## config.mk

```make
export PLATFORM = sky130hd
export DESIGN_NAME = tim_apb_master
export DESIGN_NICKNAME = d
export VERILOG_FILES = /design/src/rtl/tim_apb_master_pkg.sv /design/src/rtl/tim_apb_wait_timer.sv /design/src/rtl/tim_apb_master.sv
export SDC_FILE = /design/constraint.sdc
export NUM_CORES = 1
export LEC_CHECK = 0
export ABC_CLOCK_PERIOD_IN_PS = 2700
export CAP_MARGIN = 15
export CORE_ASPECT_RATIO = 0.75
export CORE_UTILIZATION = 45
export DETAILED_ROUTE_END_ITERATION = 16
export DONT_BUFFER_PORTS = 1
export GPL_TIMING_DRIVEN = 0
export SLEW_MARGIN = 0
export SYNTH_ARGS = -nofsm -noshare
export SYNTH_HDL_FRONTEND = slang
export SYNTH_HIERARCHICAL = 1
export SYNTH_SLANG_ARGS = --single-unit
```

## constraint.sdc

```tcl
create_clock -name sys_clk -period 2.7 [get_ports sys_clk]
set_clock_uncertainty 0.2 [all_clocks]
set_input_delay 0.54 -clock sys_clk [delete_from_list [all_inputs] [get_ports sys_clk]]
set_output_delay 0.54 -clock sys_clk [all_outputs]
set_load 0.01 [all_outputs]
```

## src/rtl/tim_apb_master_pkg.sv

```systemverilog
// Shared definitions for the timer APB initiator: FSM state encoding,
// timer register offsets and the default wait-state timeout.
package tim_apb_master_pkg;

  typedef enum logic [1:0] {
    ST_IDLE   = 2'd0,
    ST_SETUP  = 2'd1,
    ST_ACCESS = 2'd2,
    ST_RESP   = 2'd3
  } tim_apb_state_e;

  // Timer register map, also used by the timer's register block
  localparam logic [11:0] TIM_TCR_OFFS   = 12'h000;
  localparam logic [11:0] TIM_TDR0_OFFS  = 12'h004;
  localparam logic [11:0] TIM_TDR1_OFFS  = 12'h008;
  localparam logic [11:0] TIM_TCMP0_OFFS = 12'h00C;
  localparam logic [11:0] TIM_TCMP1_OFFS = 12'h010;
  localparam logic [11:0] TIM_TIER_OFFS  = 12'h014;
  localparam logic [11:0] TIM_TISR_OFFS  = 12'h018;
  localparam logic [11:0] TIM_THCSR_OFFS = 12'h01C;

  localparam int TIM_TIMEOUT_DEFAULT = 16;

endpackage

```

## src/rtl/tim_apb_wait_timer.sv

```systemverilog
// Saturating ACCESS wait-state counter; expired_o is high once the count
// has reached TIMEOUT and stays high until the next clear.
module tim_apb_wait_timer #(
  parameter int TIMEOUT = 16
) (
  input  logic sys_clk,
  input  logic sys_rst_n,
  input  logic clr_i,
  input  logic en_i,
  output logic expired_o
);

  localparam int CNT_W = $clog2(TIMEOUT + 1);

  logic [CNT_W-1:0] cnt_q;
  logic [CNT_W-1:0] cnt_d;
  logic             at_limit;

  assign at_limit  = (cnt_q == CNT_W'(TIMEOUT));
  assign expired_o = at_limit;

  always_comb begin
    cnt_d = cnt_q;
    if (clr_i) begin
      cnt_d = '0;
    end else if (en_i && !at_limit) begin
      cnt_d = cnt_q + CNT_W'(1);
    end
  end

  always_ff @(posedge sys_clk or negedge sys_rst_n) begin
    if (!sys_rst_n) begin
      cnt_q <= '0;
    end else begin
      cnt_q <= cnt_d;
    end
  end

endmodule

```

## src/rtl/tim_apb_master.sv

```systemverilog
// APB4 initiator for the timer register block: one command in flight,
// registered APB and response outputs, wait-state timeout abort.
module tim_apb_master
  import tim_apb_master_pkg::*;
#(
  parameter int ADDR_W  = 12,
  parameter int DATA_W  = 32,
  parameter int TIMEOUT = TIM_TIMEOUT_DEFAULT
) (
  input  logic                sys_clk,
  input  logic                sys_rst_n,
  // Valid/ready on both sides: a beat transfers on a rising edge where
  // valid and ready are both high; the source holds its payload until then.
  input  logic                cmd_valid,
  output logic                cmd_ready,
  input  logic                cmd_write,
  input  logic [ADDR_W-1:0]   cmd_addr,
  input  logic [DATA_W-1:0]   cmd_wdata,
  input  logic [DATA_W/8-1:0] cmd_strb,
  output logic                rsp_valid,
  input  logic                rsp_ready,
  output logic [DATA_W-1:0]   rsp_rdata,
  output logic                rsp_err,
  output logic                rsp_timeout,
  output logic                tim_psel,
  output logic                tim_penable,
  output logic                tim_pwrite,
  output logic [ADDR_W-1:0]   tim_paddr,
  output logic [DATA_W-1:0]   tim_pwdata,
  output logic [DATA_W/8-1:0] tim_pstrb,
  input  logic                tim_pready,
  input  logic                tim_pslverr,
  input  logic [DATA_W-1:0]   tim_prdata,
  output logic [1:0]          dbg_state_o
);

  tim_apb_state_e state_q, state_d;

  logic                cmd_ready_q, rsp_valid_q;
  logic                rsp_err_q, rsp_err_d;
  logic                rsp_timeout_q, rsp_timeout_d;
  logic [DATA_W-1:0]   rsp_rdata_q, rsp_rdata_d;
  logic                psel_q, penable_q, pwrite_q;
  logic [ADDR_W-1:0]   paddr_q;
  logic [DATA_W-1:0]   pwdata_q;
  logic [DATA_W/8-1:0] pstrb_q;

  logic accept, aligned;
  logic wt_clr, wt_en, wt_expired;

  assign accept  = (state_q == ST_IDLE) && cmd_valid;
  assign aligned = (cmd_addr[1:0] == 2'b00);

  tim_apb_wait_timer #(
    .TIMEOUT(TIMEOUT)
  ) u_wait_timer (
    .sys_clk  (sys_clk),
    .sys_rst_n(sys_rst_n),
    .clr_i    (wt_clr),
    .en_i     (wt_en),
    .expired_o(wt_expired)
  );

  always_comb begin
    state_d       = state_q;
    wt_clr        = 1'b0;
    wt_en         = 1'b0;
    rsp_err_d     = rsp_err_q;
    rsp_timeout_d = rsp_timeout_q;
    rsp_rdata_d   = rsp_rdata_q;
    unique case (state_q)
      ST_IDLE: begin
        if (cmd_valid) begin
          rsp_rdata_d   = '0;
          rsp_timeout_d = 1'b0;
          if (!aligned) begin
            state_d   = ST_RESP;
            rsp_err_d = 1'b1;
          end else begin
            state_d   = ST_SETUP;
            wt_clr    = 1'b1;
            rsp_err_d = 1'b0;
          end
        end
      end
      ST_SETUP: state_d = ST_ACCESS;
      ST_ACCESS: begin
        // Completion takes priority over a timeout in the same cycle
        if (tim_pready) begin
          state_d       = ST_RESP;
          rsp_err_d     = tim_pslverr;
          rsp_timeout_d = 1'b0;
          rsp_rdata_d   = (!pwrite_q && !tim_pslverr) ? tim_prdata : '0;
        end else if (wt_expired) begin
          state_d       = ST_RESP;
          rsp_err_d     = 1'b1;
          rsp_timeout_d = 1'b1;
          rsp_rdata_d   = '0;
        end else begin
          wt_en = 1'b1;
        end
      end
      ST_RESP: begin
        if (rsp_ready) begin
          state_d       = ST_IDLE;
          rsp_err_d     = 1'b0;
          rsp_timeout_d = 1'b0;
          rsp_rdata_d   = '0;
        end
      end
      default: state_d = ST_IDLE;
    endcase
  end

  // Outputs are registered from the next state so they change only on edges
  always_ff @(posedge sys_clk or negedge sys_rst_n) begin
    if (!sys_rst_n) begin
      state_q       <= ST_IDLE;
      cmd_ready_q   <= 1'b1;
      rsp_valid_q   <= 1'b0;
      rsp_err_q     <= 1'b0;
      rsp_timeout_q <= 1'b0;
      rsp_rdata_q   <= '0;
      psel_q        <= 1'b0;
      penable_q     <= 1'b0;
      pwrite_q      <= 1'b0;
      paddr_q       <= '0;
      pwdata_q      <= '0;
      pstrb_q       <= '0;
    end else begin
      state_q       <= state_d;
      cmd_ready_q   <= (state_d == ST_IDLE);
      rsp_valid_q   <= (state_d == ST_RESP);
      rsp_err_q     <= rsp_err_d;
      rsp_timeout_q <= rsp_timeout_d;
      rsp_rdata_q   <= rsp_rdata_d;
      psel_q        <= (state_d == ST_SETUP) || (state_d == ST_ACCESS);
      penable_q     <= (state_d == ST_ACCESS);
      if (accept && aligned) begin
        pwrite_q <= cmd_write;
        paddr_q  <= cmd_addr;
        pwdata_q <= cmd_wdata;
        pstrb_q  <= cmd_write ? cmd_strb : '0;
      end
    end
  end

  assign cmd_ready   = cmd_ready_q;
  assign rsp_valid   = rsp_valid_q;
  assign rsp_err     = rsp_err_q;
  assign rsp_timeout = rsp_timeout_q;
  assign rsp_rdata   = rsp_rdata_q;
  assign tim_psel    = psel_q;
  assign tim_penable = penable_q;
  assign tim_pwrite  = pwrite_q;
  assign tim_paddr   = paddr_q;
  assign tim_pwdata  = pwdata_q;
  assign tim_pstrb   = pstrb_q;
  assign dbg_state_o = state_q;

endmodule
```

==> metrics <==
status=finished with violations; failing checks=negative hold slack; pre-CTS setup slack=roughly 480 ps; Critical Path Source Type=flip-flop; Worst-path clk slew=60 ps; Cells after Synth=246; Synth top area share=around three fifths; # Post-CTS Setup Buffers=0; Port Buffers=0; Comb pwr share=23.4%; crit-path cells=inv_1, ha_1, and4bb_4, o21ba_4, a211oi_4, mux2_4; Placement Cell Area=3979 µm²; most frequent cells after synthesis=93 x dfrtp_1, 44 x mux2_4, 33 x a22o_1; crit-path max FO=7; remaining global-route overflow=0; routed vias=2024; layout cells sized above 1=between 30% and 40%; f_max=450.1 MHz; Antenna Violating Nets Remaining=0; area leader, netlist=dfrtp_1; clock power share=24.2%; sequential fraction of the synthesis area=61.17%; final setup fails=0; Rel. slew slack=66.49%; clock sink total=94; CP Capture Type=flip-flop; CTS tree=built; Synthesized Nets=roughly 340; first-pass GRT wire length=10370 µm; CTS Buffer Depth=2; Antenna Cells=0; crit path max-delay cell type=a211oi_4; Slew Viols, Final=0; worst setup slack after layout=478.4 ps; top-count cell post-synth=dfrtp_1; Area contributors post-synth=dfrtp_1 60%, mux2_4 17%, a22o_1 7.5%; largest net degree at the start of global routing=95; pwr dens=1224 nW/µm²; dominant synthesized flop cell=dfrtp_1; Mapped Avg Cell Area=15.64 µm²; Arr. time, crit path=2230 ps; hold_ws=-296.3 ps; clock root buffer=clkbuf_16; max-cap violations=0; post-cts gate resize count=0; cell area after layout=4288 µm²; FFs w/ async S/R, synth=100.0%; initial antenna violation count=0; worst vdd ir=0.4571 mV; Die Footprint=8927 µm²; sequential share of power=52.4%; Final Non-Filler Cells=367; CTS H-tree lvls=3; post-synth cell types=37; dpl cells=351; critical path class=flip-flop to flip-flop; Pint=3.536 mW; clock latency on the worst-skew pair=320 ps; Sw Pwr=1.711 mW; global placer's final weighted congestion=0.7397; RSZ-0062 raised after global routing=no; DRC=0; total wire length=7312 µm; TritonCTS Buffers=9; Die H=82.08 µm; Die Span X=108.8 µm; placed wire-length estimate=about 5200 µm; Ys Warns=6; post-layout minimum cycle time=2222 ps; delay of the slowest cell on the worst path=around 480 ps; mapped cell area=approximately 3800 µm²; DRT iter0 DRCs=between 80 and 90; setup_tns=0 ps; switching part of the total power=32.61%; number of flops mapped to enable cells by yosys=0; CP Data Required Time=between 2000 and 3000 ps; area grow syn2layout=11.45%; row count=28; core area=8093 µm²; I/O Pins=~180; net count of the finished layout=349; wire per inst=19.92 µm; Seq cells post-synth=94; Pre-Repair DR Iteration Count=4; Via density=5.515; measured slew at the worst slew-check pin=between 500 and 600 ps; Lkg Pwr=2.151 nW; final period utilization=approximately 82%; vias in the first global route=~2000; Min-Delay Path Class=input pin to asynchronous set/reset pin; Final Hold Violating Endpoints=94; global-route usage over all layers=15.75%; Initial Util=47.54%
==> path summary, 6_finish.rpt <==
path / from / slack, ps / to / depth (start not counted)
worst min-delay path: sys_rst_n / -300 / tim_pwdata[20]$_DFFE_PN0P_ / 0
min in group sys_clk: cmd_write / 140 / tim_pstrb[3]$_DFFE_PN0P_ / 2
worst max register to register: u_wait_timer/cnt_q[0]$_DFFE_PN0P_ / 480 / rsp_err$_DFFE_PN0P_ / 6
max in group asynchronous: sys_rst_n / 2390 / cmd_ready$_DFF_PN1_ / 0
worst max-delay path: u_wait_timer/cnt_q[0]$_DFFE_PN0P_ / 480 / rsp_err$_DFFE_PN0P_ / 6
worst min register to register: u_wait_timer/cnt_q[4]$_DFFE_PN0P_ / 360 / u_wait_timer/cnt_q[4]$_DFFE_PN0P_ / 2
==> routing by layer <==
| layer | part of all wire [%] | up-vias | track usage (%) |
|---|---|---|---|
| met1 | 44 | 1001 | 19.95 |
| met5 | 0 | - | 0 |
| met4 | 0.75 | 0 | 4.459 |
| met2 | 46 | 112 | 23.80 |
| li1 | - | 906 | - |
| met3 | 9.8 | 5 | 7.857 |
==> final cells by class <==
class	instances	area, µm²
Fill cell	657	3805
Multi-Input combinational cell	137	1378
Clock buffer	11	242.7
Clock inverter	5	66.31
Sequential cell	94	2354
Inverter	3	11.26
Tap cell	105	131.4
Buffer	12	105.1
==> registers in the layout, indices dropped and copies added (netlist names) <==
signal	count
tim_paddr	12
tim_pstrb	4
tim_pwrite	1
tim_psel	1
rsp_rdata	32
tim_pwdata	32
rsp_valid	1
rsp_timeout	1
cmd_ready	1
rsp_err	1
tim_penable	1
dbg_state_o	2
u_wait_timer/cnt_q	5
==> worst max-delay path: cells and delay by family, from the launching register on <==
family                   cells  cell delay (ps)
AO/OA/AOI/OAI                2              690
buffers and inverters        1               80
adder cells (fa/ha/maj)      1              190
multiplexers                 1              340
AND/OR/NAND/NOR              1              220
flip-flops                   1              390
==> per-stage QoR <==
stage	hold WS (ps)	utilization, %	power (mW)
floorplan	44.41	-	3.693
global placement	46.21	49.17	3.981
detailed placement	46.27	49.17	4.009
CTS	-310.9	52.98	5.320
global route	-319.3	52.98	5.569
finish	-296.3	52.98	5.247
==> layout by cell type (no fill, tap or decap), types with 4 or more instances in the layout <==
| cell type | Yosys | layout |
|---|---|---|
| a22o_1 | 33 | 33 |
| buf_6 | 7 | 7 |
| clkbuf_16 | 0 | 9 |
| dfrtp_1 | 93 | 93 |
| ha_1 | 5 | 5 |
| mux2_4 | 44 | 44 |
| nand2_1 | 8 | 8 |
| nor2_1 | 8 | 8 |
| o21ai_0 | 5 | 5 |
| o21ai_1 | 4 | 4 |
==> kinds of logic after synthesis <==
family / Yosys count / synth area share [%]
multiplexers: 46 / 17.72
XOR/XNOR: 2 / 0.4554
flip-flops: 94 / 61.17
AND/OR/NAND/NOR: 37 / 5.887
adder cells (fa/ha/maj): 5 / 1.626
AO/OA/AOI/OAI: 47 / 10.11
buffers and inverters: 15 / 3.024
==> power groups by stage <==
stage	logic [mW]	registers [mW]	clock network, mW
floorplan	1.07	2.62	0
global placement	1.20	2.78	0
detailed placement	1.24	2.77	0
CTS	1.25	2.76	1.31
global route	1.36	2.83	1.37
finish	1.23	2.75	1.27
Power figures use the tool's default switching activity.
